`src/rtl/arb_pkg.sv`:
```
// Shared definitions for the four-requester round-robin arbiter:
// requester count, index width, FSM state encoding and a one-hot helper.
package arb_pkg;

    localparam int N_REQ = 4;
    localparam int IDX_W = 2;

    typedef enum logic {
        ST_IDLE  = 1'b0,
        ST_GRANT = 1'b1
    } state_t;

    // Index to one-hot grant vector.
    function automatic logic [N_REQ-1:0] onehot2(input logic [IDX_W-1:0] idx);
        logic [N_REQ-1:0] vec;
        vec      = '0;
        vec[idx] = 1'b1;
        return vec;
    endfunction

endpackage

```
`src/rtl/rr_pick4.sv`:
```
// Combinational rotating-priority picker: returns the first asserted
// request found scanning upward from 'start', wrapping modulo four.
module rr_pick4
    import arb_pkg::*;
(
    input  logic [N_REQ-1:0] req,
    input  logic [IDX_W-1:0] start,
    output logic             valid,
    output logic [IDX_W-1:0] idx
);

    // Walk the four candidates in priority order; the first hit wins.
    always_comb begin
        logic [IDX_W-1:0] cand;
        // NOTE: every output gets a default before the loop so no path leaves it unassigned (no latch).
        valid = 1'b0;
        idx   = start;
        cand  = start;
        for (int i = 0; i < N_REQ; i++) begin
            cand = start + IDX_W'(i);
            if (!valid && req[cand]) begin
                valid = 1'b1;
                idx   = cand;
            end
        end
    end

endmodule

```
`src/rtl/mux4_rr_arbiter.sv`:
```
// Round-robin arbiter sharing one resource among four requesters. Grants
// are held until done_i or request withdrawal; on release the next owner is
// chosen in the same edge, starting after the previous owner. All outputs
// are registered. Build option MUX4_ARB_TIMEOUT_EN adds a hold counter that
// forces release after HOLD_MAX cycles and pulses timeout_o.
module mux4_rr_arbiter
    import arb_pkg::*;
#(
    parameter int HOLD_MAX = 16,
    parameter int CNT_W    = 16
) (
    input  logic             clk_i,
    input  logic             rst_i,
    input  logic [N_REQ-1:0] req_i,
    input  logic             done_i,
    output logic [N_REQ-1:0] grant_o,
    output logic [IDX_W-1:0] select_o,
    output logic             busy_o,
    output logic             timeout_o
);

    // Parameter sanity check at elaboration.
    if (HOLD_MAX < 2 || HOLD_MAX > 65535 || (2 ** CNT_W) <= HOLD_MAX) begin : g_bad_param
        $error("mux4_rr_arbiter: HOLD_MAX must be 2..65535 and fit in CNT_W bits");
    end

    state_t           state_q;
    logic [IDX_W-1:0] last_q;

    logic [IDX_W-1:0] pick_start;
    logic             pick_valid;
    logic [IDX_W-1:0] pick_idx;
    logic             owner_release;
    logic             force_release;
    logic             grant_load;

    // Priority starts after the current owner while granting, after the last owner while idle.
    always_comb begin
        if (state_q == ST_GRANT) begin
            pick_start = select_o + IDX_W'(1);
        end else begin
            pick_start = last_q + IDX_W'(1);
        end
    end

    rr_pick4 u_pick (
        .req   (req_i),
        .start (pick_start),
        .valid (pick_valid),
        .idx   (pick_idx)
    );

`ifdef MUX4_ARB_TIMEOUT_EN
    localparam logic [CNT_W-1:0] HOLD_LAST = CNT_W'(HOLD_MAX - 1);

    logic [CNT_W-1:0] hold_cnt_q;

    // Forced release only when the owner is neither finishing nor withdrawing.
    assign force_release = (state_q == ST_GRANT) && (hold_cnt_q == HOLD_LAST)
                           && !done_i && req_i[select_o];

    // Hold counter: cleared on every new grant, counts each granted cycle.
    always_ff @(posedge clk_i or posedge rst_i) begin
        if (rst_i) begin
            hold_cnt_q <= '0;
        end else if (grant_load) begin
            hold_cnt_q <= '0;
        end else if (state_q == ST_GRANT) begin
            hold_cnt_q <= hold_cnt_q + CNT_W'(1);
        end
    end
`else
    assign force_release = 1'b0;
`endif

    assign owner_release = (state_q == ST_GRANT)
                           && (done_i || !req_i[select_o] || force_release);
    assign grant_load    = pick_valid && ((state_q == ST_IDLE) || owner_release);

    // Arbiter FSM with registered grant, select, busy and timeout outputs.
    always_ff @(posedge clk_i or posedge rst_i) begin
        if (rst_i) begin
            state_q   <= ST_IDLE;
            grant_o   <= '0;
            select_o  <= '0;
            busy_o    <= 1'b0;
            timeout_o <= 1'b0;
            last_q    <= IDX_W'(N_REQ - 1);
        end else begin
            // NOTE: non-blocking assignments so every register samples pre-edge values.
            timeout_o <= 1'b0;
            case (state_q)
                ST_IDLE: begin
                    if (pick_valid) begin
                        grant_o  <= onehot2(pick_idx);
                        select_o <= pick_idx;
                        busy_o   <= 1'b1;
                        state_q  <= ST_GRANT;
                    end
                end
                ST_GRANT: begin
                    if (owner_release) begin
                        last_q    <= select_o;
                        timeout_o <= force_release;
                        if (pick_valid) begin
                            grant_o  <= onehot2(pick_idx);
                            select_o <= pick_idx;
                        end else begin
                            grant_o <= '0;
                            busy_o  <= 1'b0;
                            state_q <= ST_IDLE;
                        end
                    end
                end
                default: begin
                    state_q <= ST_IDLE;
                    grant_o <= '0;
                    busy_o  <= 1'b0;
                end
            endcase
        end
    end

endmodule
```
`config.mk`:
```
export PLATFORM = sky130hd
export DESIGN_NAME = mux4_rr_arbiter
export DESIGN_NICKNAME = d
export VERILOG_FILES = /design/src/rtl/arb_pkg.sv /design/src/rtl/rr_pick4.sv /design/src/rtl/mux4_rr_arbiter.sv
export SDC_FILE = /design/constraint.sdc
export NUM_CORES = 1
export LEC_CHECK = 0
export BUFFER_PORTS_ARGS = -buffer_cell sky130_fd_sc_hd__buf_2
export CAP_MARGIN = 20
export CORE_MARGIN = 2
export CORE_UTILIZATION = 51
export DETAILED_ROUTE_END_ITERATION = 12
export HOLD_SLACK_MARGIN = 0.02
export PLACE_DENSITY = 0.83
export SLEW_MARGIN = 15
export SYNTH_ARGS = -nofsm -noshare
export SYNTH_HDL_FRONTEND = slang
export SYNTH_SLANG_ARGS = --single-unit
export TNS_END_PERCENT = 5
```
`constraint.sdc`:
```
create_clock -name clk_i -period 2.1 [get_ports clk_i]
set_clock_uncertainty 0.2 [all_clocks]
set_input_delay 0.21 -clock clk_i [delete_from_list [all_inputs] [get_ports clk_i]]
set_output_delay 0.21 -clock clk_i [all_outputs]
set_load 0.05 [all_outputs]
```
; Yosys cells after proc, flatten, opt, wreduce, memory -nomap -nowiden
; Index checks and enable logic that the tools add are counted.
[totals]
regBits = 10
inputBits = 7
output_inout_bits = 8
wordCells = 68
[classes]
add_sub_neg = 5
magnitude_cmp = 7
n_eq_ne = 3
n_mux = 34
bitwise = 1
reduce_logical = 13
[ops]
columns = op, count
row1 = 2-bit by 3-bit less-than comparator with 1-bit output (second input constant), 6
row2 = 1-bit two-way mux, 15
row3 = 2-bit two-way mux, 6
row4 = 4-bit two-way mux, 3
row5 = 1-bit binary-select mux with 2-bit select, 5
row6 = 4-bit one-hot mux with 2 select lines, 1
row7 = 2-bit by 1-bit adder with 2-bit output (second input constant), 3
row8 = 1-bit logical AND, 5
row9 = 2-bit adder (second input constant), 2
row10 = 1-bit logical NOT, 4
row11 = 2-bit inequality test (second input constant), 2
row12 = 1-bit one-hot mux with 2 select lines, 2
row13 = 2-bit one-hot mux with 2 select lines, 1
row14 = 2-bit AND reduction, 2
row15 = 3-bit AND reduction, 1
row16 = 1-bit demux with 2-bit select, 1
row17 = 2-bit by 1-bit >= comparator with 1-bit output (second input constant), 1
row18 = 2-bit by 1-bit inequality test with 1-bit output (second input constant), 1
row19 = 1-bit logical OR, 1
row20 = 1-bit NOT, 1

; Longest topological paths before layout
[depth]
ltp_word = 21
ltp_mapped = 6

; By module
; From an unflattened synthesis, not the netlist that was laid out.
[unflattened]
hier_cells = 53
area_unflattened_um2 = 590.6
[by_module_without_submodules]
columns = module, instances, cells_per_inst, area_each_um2, seq_area_each_um2
row1 = mux4_rr_arbiter, 1, 37, 494.2, 252.7
row2 = rr_pick4, 1, 16, 96.3, 0.0

; Least setup slack after synthesis
; No wires, ideal clock.
[synth_timing]
path_kind = flip-flop to flip-flop
start = reg select_o[0]
end = reg select_o[1]
arrival_time_ns = 1.916
slack_ns = -0.141
stages_incl_launch_ff = 5
path_buffers = 0
path_cell_list = dfrtp_1 > mux4_2 > nor2b_4 > a21oi_4 > mux2_4
[synth_between]
elab_chain_cells = 17
word_cells_on_any_way = 35
cone_classes = 4 x add/sub / 1 x eq/ne / 21 x mux / 9 x reduce/logical
[synth_rtl]
columns = item, line
row1 = from (decl), mux4_rr_arbiter.sv:17  ; output logic [IDX_W-1:0] select_o,
row2 = from (signal assigned), mux4_rr_arbiter.sv:96  ; select_o <= pick_idx;
row3 = from (signal assigned), mux4_rr_arbiter.sv:107  ; select_o <= pick_idx;
row4 = branches (longest 17 deep; another with 2-bit by 1-bit adder with 2-bit output), -
; Parallel ways; which one is timed is not known. The select of a mux whose other input is x is not followed.
; A chain may end at the register's enable or synchronous reset.

; Final worst setup path
; Ends and elaborated chain as after synthesis.

==> impl_metrics.tcl <==
set metrics [dict create \
    status "finished clean" \
    vias_per_cell 5.80 \
    ant_nets 0 \
    cts_setup_buffers 0 \
    io_buffers 13 \
    leakagePower_nw 0.337 \
    clk_latency_ps 260 \
    cts.sinks 10 \
    final_nets 86 \
    instances_no_fill 93 \
    wl_per_cell_um 14.5 \
    antenna_cells 0 \
    die_h_um 41.3 \
    dp_slack_ps 119 \
    critical_path_class "flip-flop to flip-flop" \
    yosysSeqAreaShare 0.356 \
    drc 0 \
    multi_input_area_um2 425 \
    grt_antenna_before_repair 0 \
    grt_pass1_vias 465 \
    clk_pin_slew_worst_paths_ps 70 \
    cp_max_fo 6 \
    root_buffer "clkbuf_4" \
    final_design_area_no_fill_um2 825 \
    tns_ps 0 \
    ys.flop_type "dfrtp_1" \
    syn_to_final_growth_pct 16.2 \
    wirelength_mm 1.35 \
    worst_slack_ps 114 \
    cts_resized 0 \
    gp_congestion 0.822 \
    hold_viol 0 \
    cap_violations 0 \
    rsz0062_at_grt "no" \
    setup_viol 0 \
    worstPathRequired_ps 2040 \
    fp.dieArea_mm2 0.00171 \
    period_minus_slack_ps 1990 \
    htreeDepth 1 \
    grt_first_pass_wirelength_mm 2.08 \
    drt_iter0_drc 15 \
    cp-end-kind "flip-flop" \
    drive_above_1_share 0.462 \
    fill_cells 110 \
    ys_types 39 \
    period_share 0.946 \
    synth_nets 69 \
    netlist_area_um2 709 \
    cts_buffers 3 \
    ys_ff_latch 10 \
    cts_tree "done" \
    core_mm2 0.00130 \
    placedCellCount 88 \
    hold_path_class "input pin to flip-flop" \
    synth_cells 62 \
    async_flop_share 1.00 \
    ios 15 \
    regArea_um2 254 \
    fp.dieW_um 41.3 \
    synth_edf_count 0 \
    rows 13 \
    vias 539 \
    grt_start_max_net_pins 11 \
    place_hpwl_mm 1.08 \
    initial_core_util 0.545 \
    dr.pass1.iters 4 \
    cts.path.max_buffers 2 \
    placed_area_um2 778 \
    cp-start-kind "flip-flop" \
    grt_use_total 0.199 \
    hold_buffers 1 \
    crit_arrival_ps 1930 \
    max_freq_mhz 504 \
    power.density_mw_per_mm2 1480 \
    ir_worst_vdd_mv 0.927 \
    syn_avg_cell_area_um2 11.4 \
    drv_slew 0 \
    grt_overflow 0 \
    yosysWarningCount 0 \
]
==> layout make-up <==
type,instances,share of cell area
flip-flops and latches,10,0.308
inverters,2,0.00910
repair buffers,15,0.100
clock buffers,4,0.0440
multi-input cells,47,0.516
well taps,15,0.0228
==> path summary, 6_finish.rpt <==
check | slack, ps | endpoint | from | cells after the start
setup / recovery | 110 | select_o[1] | select_o[0] | 4
hold / removal | 120 | state_q | req_i[2] | 3
setup reg to reg | 110 | select_o[1] | select_o[0] | 4
hold reg to reg | 310 | grant_o[2] | grant_o[2] | 1
max in group asynchronous | 1130 | last_q[1] | rst_i | 3
min in group asynchronous | 260 | grant_o[1] | rst_i | 3
==> synth_stat cells, types with 2 or more instances <==
cell | count | share of area
a32o_1 | 2 | 0.028
a31oi_1 | 2 | 0.018
mux2_1 | 2 | 0.032
a21oi_1 | 3 | 0.021
a21oi_4 | 2 | 0.046
dfstp_2 | 2 | 0.074
o211ai_1 | 3 | 0.032
dfrtp_1 | 8 | 0.28
nor2_1 | 6 | 0.032
nand2_1 | 2 | 0.011
nor3b_1 | 2 | 0.021
==> cells by family after synthesis <==
| group | Yosys count | share of synthesized area |
|---|---|---|
| DFF | 10 | 0.356 |
| muxes | 6 | 0.132 |
| xor gates and xnor gates | 1 | 0.0123 |
| other | 1 | 0.00529 |
| and+or+nand+nor | 16 | 0.153 |
| AOI/OAI and AO/OA | 23 | 0.296 |
| buffers and inverters | 5 | 0.0441 |
==> stage by stage <==
stage                      util  hold WS [ps]  total power [W]
after floorplan               -          -151         0.000915
after global placement    0.598         -1.33          0.00103
after detailed placement  0.598          8.53          0.00106
after CTS                 0.634           108          0.00123
after global routing      0.634           124          0.00130
final                     0.634           116          0.00122
==> cell usage in the layout, fill, tap and decap left out, types with 2 or more instances in the layout <==
master    netlist  final
buf_2           1     13
dfrtp_1         8      7
nor2_1          6      6
a21oi_1         3      3
o211ai_1        3      3
clkbuf_4        0      3
nand2_1         2      2
a21oi_4         2      2
mux2_1          2      2
a32o_1          2      2
nor3b_1         2      2
a31oi_1         2      2
dfstp_2         2      2
==> per-layer routing <==
metal / routed length [um] / vias up / global-route usage
met2: 648 / 14 / 0.316
met4: 9 / 0 / 0.0484
met3: 73 / 2 / 0.0798
met5: 0 / - / 0
li1: - / 268 / -
met1: 622 / 255 / 0.253
==> state kept, by name, indices dropped and copies added (netlist names) <==
signal    cells
busy_o        1
grant_o       4
last_q        2
select_o      2
state_q       1
==> power breakdown <==
part           internal [W]  total [W]  switching [W]  leakage (nW)
Sequential         0.000284   0.000353      0.0000691         0.116
Clock              0.000105   0.000170      0.0000648        0.0210
Combinational      0.000264   0.000699       0.000436         0.201
==> worst max-delay path: stages (launching register included) <==
cell and delay (ps):
dfrtp_2 440, mux4_2 520, nor2b_4 170, a21oi_4 220, mux2_4 320
Note: power is estimated with default switching activity, not from simulation.
